===== src/rtl/seq_mult_unit.sv =====
// Iterative shift-add multiplier for MULT/MULTU: one multiplier bit per cycle,
// sign handled by magnitude multiply plus a final conditional negation.
module seq_mult_unit #(
    parameter int unsigned WIDTH = 32,
    parameter int unsigned CNT_W = 6
) (
    input  logic             clk,
    input  logic             rst_n,
    input  logic             start,
    input  logic             is_signed,
    input  logic [WIDTH-1:0] op_a,
    input  logic [WIDTH-1:0] op_b,
    input  logic             flush,
    output logic             busy,
    output logic             done,
    output logic [WIDTH-1:0] hi,
    output logic [WIDTH-1:0] lo
);

    localparam int unsigned PW = 2 * WIDTH;

    typedef enum logic [1:0] {
        S_IDLE,
        S_RUN,
        S_FIN
    } state_e;

    state_e             state_q, state_d;
    logic [WIDTH-1:0]   mcand_q, mcand_d;
    logic [WIDTH-1:0]   mult_q, mult_d;
    logic [WIDTH:0]     acc_q, acc_d;
    logic [CNT_W-1:0]   cnt_q, cnt_d;
    logic               neg_q, neg_d;
    logic               busy_q, busy_d;
    logic               done_q, done_d;
    logic [WIDTH-1:0]   hi_q, hi_d;
    logic [WIDTH-1:0]   lo_q, lo_d;

    logic [WIDTH-1:0]   mag_a_c, mag_b_c;
    logic [WIDTH:0]     sum_c;
    logic [PW-1:0]      prod_raw_c, prod_c;

    // Magnitudes stay unsigned so the most negative operand maps to 2^(WIDTH-1).
    always_comb begin
        mag_a_c    = (is_signed && op_a[WIDTH-1]) ? (~op_a + WIDTH'(1)) : op_a;
        mag_b_c    = (is_signed && op_b[WIDTH-1]) ? (~op_b + WIDTH'(1)) : op_b;
        sum_c      = acc_q + {1'b0, mcand_q & {WIDTH{mult_q[0]}}};
        prod_raw_c = {acc_q[WIDTH-1:0], mult_q};
        prod_c     = neg_q ? (~prod_raw_c + PW'(1)) : prod_raw_c;
    end

    always_comb begin
        state_d = state_q;
        mcand_d = mcand_q;
        mult_d  = mult_q;
        acc_d   = acc_q;
        cnt_d   = cnt_q;
        neg_d   = neg_q;
        busy_d  = busy_q;
        done_d  = 1'b0;
        hi_d    = hi_q;
        lo_d    = lo_q;

        case (state_q)
            S_IDLE: begin
                if (start && !flush) begin
                    mcand_d = mag_a_c;
                    mult_d  = mag_b_c;
                    neg_d   = is_signed & (op_a[WIDTH-1] ^ op_b[WIDTH-1]);
                    acc_d   = '0;
                    cnt_d   = '0;
                    state_d = S_RUN;
                    busy_d  = 1'b1;
                end
            end
            S_RUN: begin
                if (flush) begin
                    state_d = S_IDLE;
                    busy_d  = 1'b0;
                end else begin
                    acc_d  = {1'b0, sum_c[WIDTH:1]};
                    mult_d = {sum_c[0], mult_q[WIDTH-1:1]};
                    cnt_d  = cnt_q + CNT_W'(1);
                    if (cnt_q == CNT_W'(WIDTH - 1)) begin
                        state_d = S_FIN;
                    end
                end
            end
            S_FIN: begin
                state_d = S_IDLE;
                busy_d  = 1'b0;
                if (!flush) begin
                    hi_d   = prod_c[PW-1:WIDTH];
                    lo_d   = prod_c[WIDTH-1:0];
                    done_d = 1'b1;
                end
            end
            default: begin
                state_d = S_IDLE;
                busy_d  = 1'b0;
            end
        endcase
    end

    always_ff @(posedge clk or negedge rst_n) begin
        if (!rst_n) begin
            state_q <= S_IDLE;
            mcand_q <= '0;
            mult_q  <= '0;
            acc_q   <= '0;
            cnt_q   <= '0;
            neg_q   <= 1'b0;
            busy_q  <= 1'b0;
            done_q  <= 1'b0;
            hi_q    <= '0;
            lo_q    <= '0;
        end else begin
            state_q <= state_d;
            mcand_q <= mcand_d;
            mult_q  <= mult_d;
            acc_q   <= acc_d;
            cnt_q   <= cnt_d;
            neg_q   <= neg_d;
            busy_q  <= busy_d;
            done_q  <= done_d;
            hi_q    <= hi_d;
            lo_q    <= lo_d;
        end
    end

    assign busy = busy_q;
    assign done = done_q;
    assign hi   = hi_q;
    assign lo   = lo_q;

endmodule

===== config.mk =====
export PLATFORM = sky130hd
export DESIGN_NAME = seq_mult_unit
export DESIGN_NICKNAME = d
export VERILOG_FILES = /design/src/rtl/seq_mult_unit.sv
export SDC_FILE = /design/constraint.sdc
export NUM_CORES = 1
export LEC_CHECK = 0
export BUFFER_PORTS_ARGS = -buffer_cell sky130_fd_sc_hd__buf_2
export CORE_MARGIN = 2
export CORE_UTILIZATION = 48
export CTS_CLUSTER_DIAMETER = 50
export DETAILED_ROUTE_END_ITERATION = 7
export PLACE_DENSITY_LB_ADDON = 0.05
export REMOVE_ABC_BUFFERS = 1
export SLEW_MARGIN = 20
export SYNTH_ARGS = -nofsm -noshare
export SYNTH_HDL_FRONTEND = slang
export SYNTH_SLANG_ARGS = --single-unit

===== constraint.sdc =====
create_clock -name clk -period 4.5 [get_ports clk]
set_input_delay 0.45 -clock clk [delete_from_list [all_inputs] [get_ports clk]]
set_output_delay 0.45 -clock clk [all_outputs]
set_load 0.02 [all_outputs]

Yosys cells after proc, flatten, opt, wreduce, memory -nomap -nowiden:

Index checks and enable logic that the tools add are counted.

* eq/ne operators: 7
* reductions and logical operators: 11
* mux-type cells: 21
* add/subtract/negate cells: 5
* bitwise gates (word level): 7

Operator list (number)
* $mux 32: 4
* $mux 33: 2
* $pmux 33 s2: 1
* $add 32x1->32 const B: 2
* $add 64x1->64 const B: 1
* $mux 64: 1
* $not 32->32: 2
* $not 64->64: 1
* $pmux 32 s2: 1
* $add 33x32->33: 1
* $and 32x32->32: 1
* $mux 6: 2
* $pmux 6 s2: 1
* $reduce_and 2->1: 4
* $add 6x1->6 const B: 1
* $eq 6x5->1 const B: 1
* $mux 2: 3
* $ne 2x2->1 const B: 3
* $mux 1: 4
* $pmux 2 s2: 1
* $logic_and 1x1->1: 3
* $ne 3x3->1 const B: 1
* $reduce_and 3->1: 1
* $eq 2x1->1 const B: 1
* other kinds (8): 8

* input bits: 69
* register bits after elaboration: 172
* output and inout bits: 66
* word-level logic and storage cells: 61

Longest topological paths before layout:

* depth in word-level cells: 5
* depth in mapped cells: 12
* gate-level depth less buffers: 11

Worst setup path before layout:

OpenSTA, ideal clock, no wires.

* kind: register to register
* start point: register acc_q[11]
* end point: register hi_q[31], in the netlist hi[31]
* setup time: 0.131 ns
* cell stages (with the launch flop): 8
* clock period less this slack: 2.741 ns
* data required time: 4.369 ns
* setup slack: 1.759 ns
* path buffers: 0
* arrival: 2.610 ns
* path through: dfrtp_1 or4_4 or4_4 or3_4 or3_4 o31ai_4 xor2_1 o21ai_1

* cells in the longest elaborated chain, start to end: 3

Ends and longest elaborated chain
* start: declaration: line 31 `logic [WIDTH:0] acc_q, acc_d;`
* start signal: assignment: line 110 `acc_q <= '0;`
* start signal: assignment: line 121 `acc_q <= acc_d;`
* $not 64->64: line 49 `prod_c = neg_q ? (~prod_raw_c + PW'(1)) : prod_raw_c;`
* $add 64x1->64: line 49
* $mux 64: line 49
* end signal: assignment: line 126 `hi_q <= hi_d;`
* end: declaration: line 36 `logic [WIDTH-1:0] hi_q, hi_d;`

Every way passes these cells.
A chain may end at the register's enable or synchronous reset.

Worst setup path after layout:

* start point: register mult_q[18]
* end point: register hi_q[17], in the netlist hi[17]

* cells in the longest elaborated chain, start to end: 3

Ends and longest elaborated chain
* start: declaration: line 30 `logic [WIDTH-1:0] mult_q, mult_d;`
* start signal: assignment: line 120 `mult_q <= mult_d;`
* $not 64->64: line 49
* $add 64x1->64: line 49
* $mux 64: line 49

Every way passes these cells.

==> results.sh <==
export IMPL_min_path_type="in2async"
export IMPL_htreeDepth=4
export IMPL_hold_buffers=0
export IMPL_status="completed"
export IMPL_worst_setup_path_type="reg2reg"
export IMPL_die_height_um=156
export IMPL_startpoint_type="flop"
export IMPL_drc_errors=0
export IMPL_vias_per_cell=5.66
export IMPL_syn_area_sq_um=11000
export IMPL_clk_latency_ps=430
export IMPL_dr_total_vias=9563
export IMPL_antenna_cells=0
export IMPL_dieWidth_um=156
export IMPL_fin_area_sq_um=12500
export IMPL_drive_above_1_share_pct=14.9
export IMPL_syn2layout_area_growth_pct=13.6
export IMPL_fin_setup_tns_ps=0
export IMPL_grt_usage_pct=24.0
export IMPL_cp_required_ps=4790
export IMPL_gp_congestion=0.928
export IMPL_ys_ff_latch=171
export IMPL_grt_antenna_before_repair=0
export IMPL_grt_overflow=0
export IMPL_power_density_nw_per_um2=432
export IMPL_path_delay_family="simple AND/OR/NAND/NOR gates"
export IMPL_cts_tree="done"
export IMPL_slew_violations=0
export IMPL_drt_wl_total_mm=28.5
export IMPL_wire_per_inst_um=16.9
export IMPL_dpl_cell_area_sq_um=11900
export IMPL_io_buffer_count=134
export IMPL_cpPeakStageDelay_ps=610
export IMPL_synth_area_per_cell_sq_um=8.49
export IMPL_worst_path_buf_inv=0
export IMPL_timing_final_hold_violations=0
export IMPL_critPathMaxFanout=11
export IMPL_crit_path_cell_trace="or4_1 > or4_4 > nor4_2 > nand3_1 > o41ai_1 > xor2_1 > o21ai_0"
export IMPL_arrival_ps=3550
export IMPL_yosysUniqueCellTypes=67
export IMPL_final_nets=1500
export IMPL_netlist_instances=1298
export IMPL_cts_sinks=171
export IMPL_cts_resized=0
export IMPL_grt_pass1_wl_mm=46.5
export IMPL_post_cts_buffers=0
export IMPL_start_util_pct=48.8
export IMPL_maxCapViolCount=0
export IMPL_drt_iter0_markers=626
export IMPL_grt_max_degree=96
export IMPL_final_period_utilization_pct=72.3
export IMPL_drtPass1Iterations=5
export IMPL_worstMarginPinSlew_ps=939
export IMPL_cts_buffer_depth=2
export IMPL_synthArstFlopShare_pct=100
export IMPL_grt_pass1_vias=9020
export IMPL_synthFlopType="dfrtp_1"
export IMPL_cellLeakagePower_uw=0.00559
export IMPL_ant_nets=0
export IMPL_rsz0062_at_grt="no"
export IMPL_core_area_sq_um=22600
export IMPL_synth_seq_area_share_pct=38.8
export IMPL_dp_hpwl_mm=20.9
export IMPL_row_count=55
export IMPL_yosys_warnings=0
export IMPL_clk_pin_slew_ps=70
export IMPL_clockRootBuffer="clkbuf_16"
export IMPL_ios=135
export IMPL_crit_path_end_kind="flop"
export IMPL_finalSetupViolations=0
export IMPL_finalCriticalPeriod_ps=3250
export IMPL_die_area_sq_um=24200
export IMPL_ir_drop_mv=0.210
export IMPL_cts_made_buffers=17
export IMPL_fin_skew_ps=14.7
export IMPL_fmax_mhz=307
export IMPL_slowest_stage="or4_1"
export IMPL_synth_edff_count=0
export IMPL_fin_util_pct=55.5
export IMPL_maxSlewHeadroom_pct=36.8
-- path summary, 6_finish.rpt --
kind / start / to / slack (ps) / cells after the start
max in group asynchronous: rst_n / mcand_q[22] / 3310 / 2
min in group clk: flush / state_q[0] / 300 / 2
worst min-delay path: rst_n / done / 100 / 1
worst max register to register: mult_q[18] / hi[17] / 1250 / 7
worst max-delay path: mult_q[18] / hi[17] / 1250 / 7
worst min register to register: mcand_q[28] / mcand_q[28] / 470 / 2
-- cell usage after synthesis, types with 6 or more instances --
master	count	area, sq um
nand2_1	197	739
o21ai_0	189	946
dfrtp_1	171	4280
xor2_1	103	902
a21oi_1	88	440
nor2_1	70	263
clkbuf_1	63	236
xnor2_1	38	333
and2_1	36	225
ha_1	36	450
o31ai_1	30	225
nand3_1	20	100
inv_1	18	67.6
nor3_1	18	90.1
or3_1	15	93.8
or4_1	15	113
a21o_1	14	105
nand4_1	14	87.6
o41ai_1	14	123
a22oi_1	11	82.6
and3_1	9	56.3
nor4_1	9	56.3
nand2b_1	8	50.1
mux2i_1	7	70.1
nor2b_1	7	43.8
o211ai_1	6	45.0
-- routing by layer --
metal | vias to the layer above | wire length, um | track usage [%]
met1 | 4479 | 13500 | 33.1
met5 | - | 0 | 0
met4 | 0 | 329 | 5.20
li1 | 4821 | - | -
met3 | 27 | 1010 | 3.31
met2 | 236 | 13700 | 40.5
-- area by class of cell --
type                            count  area (sq um)
Clock inverter                     13           166
Fill cell                        2149         10000
Tap cell                          285           357
Multi-Input combinational cell   1040          6440
Inverter                           18          67.6
Clock buffer                       18           439
Timing Repair Buffer              146           767
Sequential cell                   171          4280
-- sequential cells by signal, summed over array words and instances (netlist names) --
signal	flops
neg_q	1
busy	1
cnt_q	6
state_q	2
acc_q	32
lo	32
mcand_q	32
mult_q	32
done	1
hi	32
-- cells by family after synthesis --
logic type                 count (synthesis)  synth area share (%)
DFF                                      171                  38.8
adders and majority gates                 37                  4.27
buffers and inverters                     87                  2.98
AOI/OAI and AO/OA                        404                  21.8
xor gates and xnor gates                 141                  11.2
and+or+nand+nor                          451                  20.3
muxes                                      7                 0.636
-- worst reg2reg max path: cells and delay by family, from the launching register on --
| kind | cells | cell delay (ps) |
|---|---|---|
| AND/OR/NAND/NOR | 4 | 1990 |
| AO/OA/AOI/OAI | 2 | 530 |
| flip-flops | 1 | 420 |
| XOR/XNOR | 1 | 170 |
-- stage by stage --
step	hold WS (ps)	std cells	setup WS, ps	total power (uW)
after floorplan	154	1229	835	3360
final	100	1691	1250	5410
after CTS	148	1691	1280	5430
after global routing	172	1691	891	5780
after detailed placement	465	1660	1300	3890
after global placement	454	1660	1320	3870
-- power breakdown --
| group | total, uW | internal (uW) | leakage, uW | switching, uW |
|---|---|---|---|---|
| Clock | 1530 | 891 | 0.000290 | 635 |
| Combinational | 1740 | 739 | 0.00305 | 1010 |
| Sequential | 2140 | 1770 | 0.00225 | 365 |
-- cell usage in the layout, fill, tap and decap left out, types with 20 or more instances in the layout --
cell	n
a21oi_1	88
and2_1	36
xor2_1	103
ha_1	36
xnor2_1	38
nand3_1	20
nand2_1	196
buf_2	133
o21ai_0	189
dfrtp_1	170
o31ai_1	30
nor2_1	68
No activity file was read; power rests on OpenSTA's default activity.
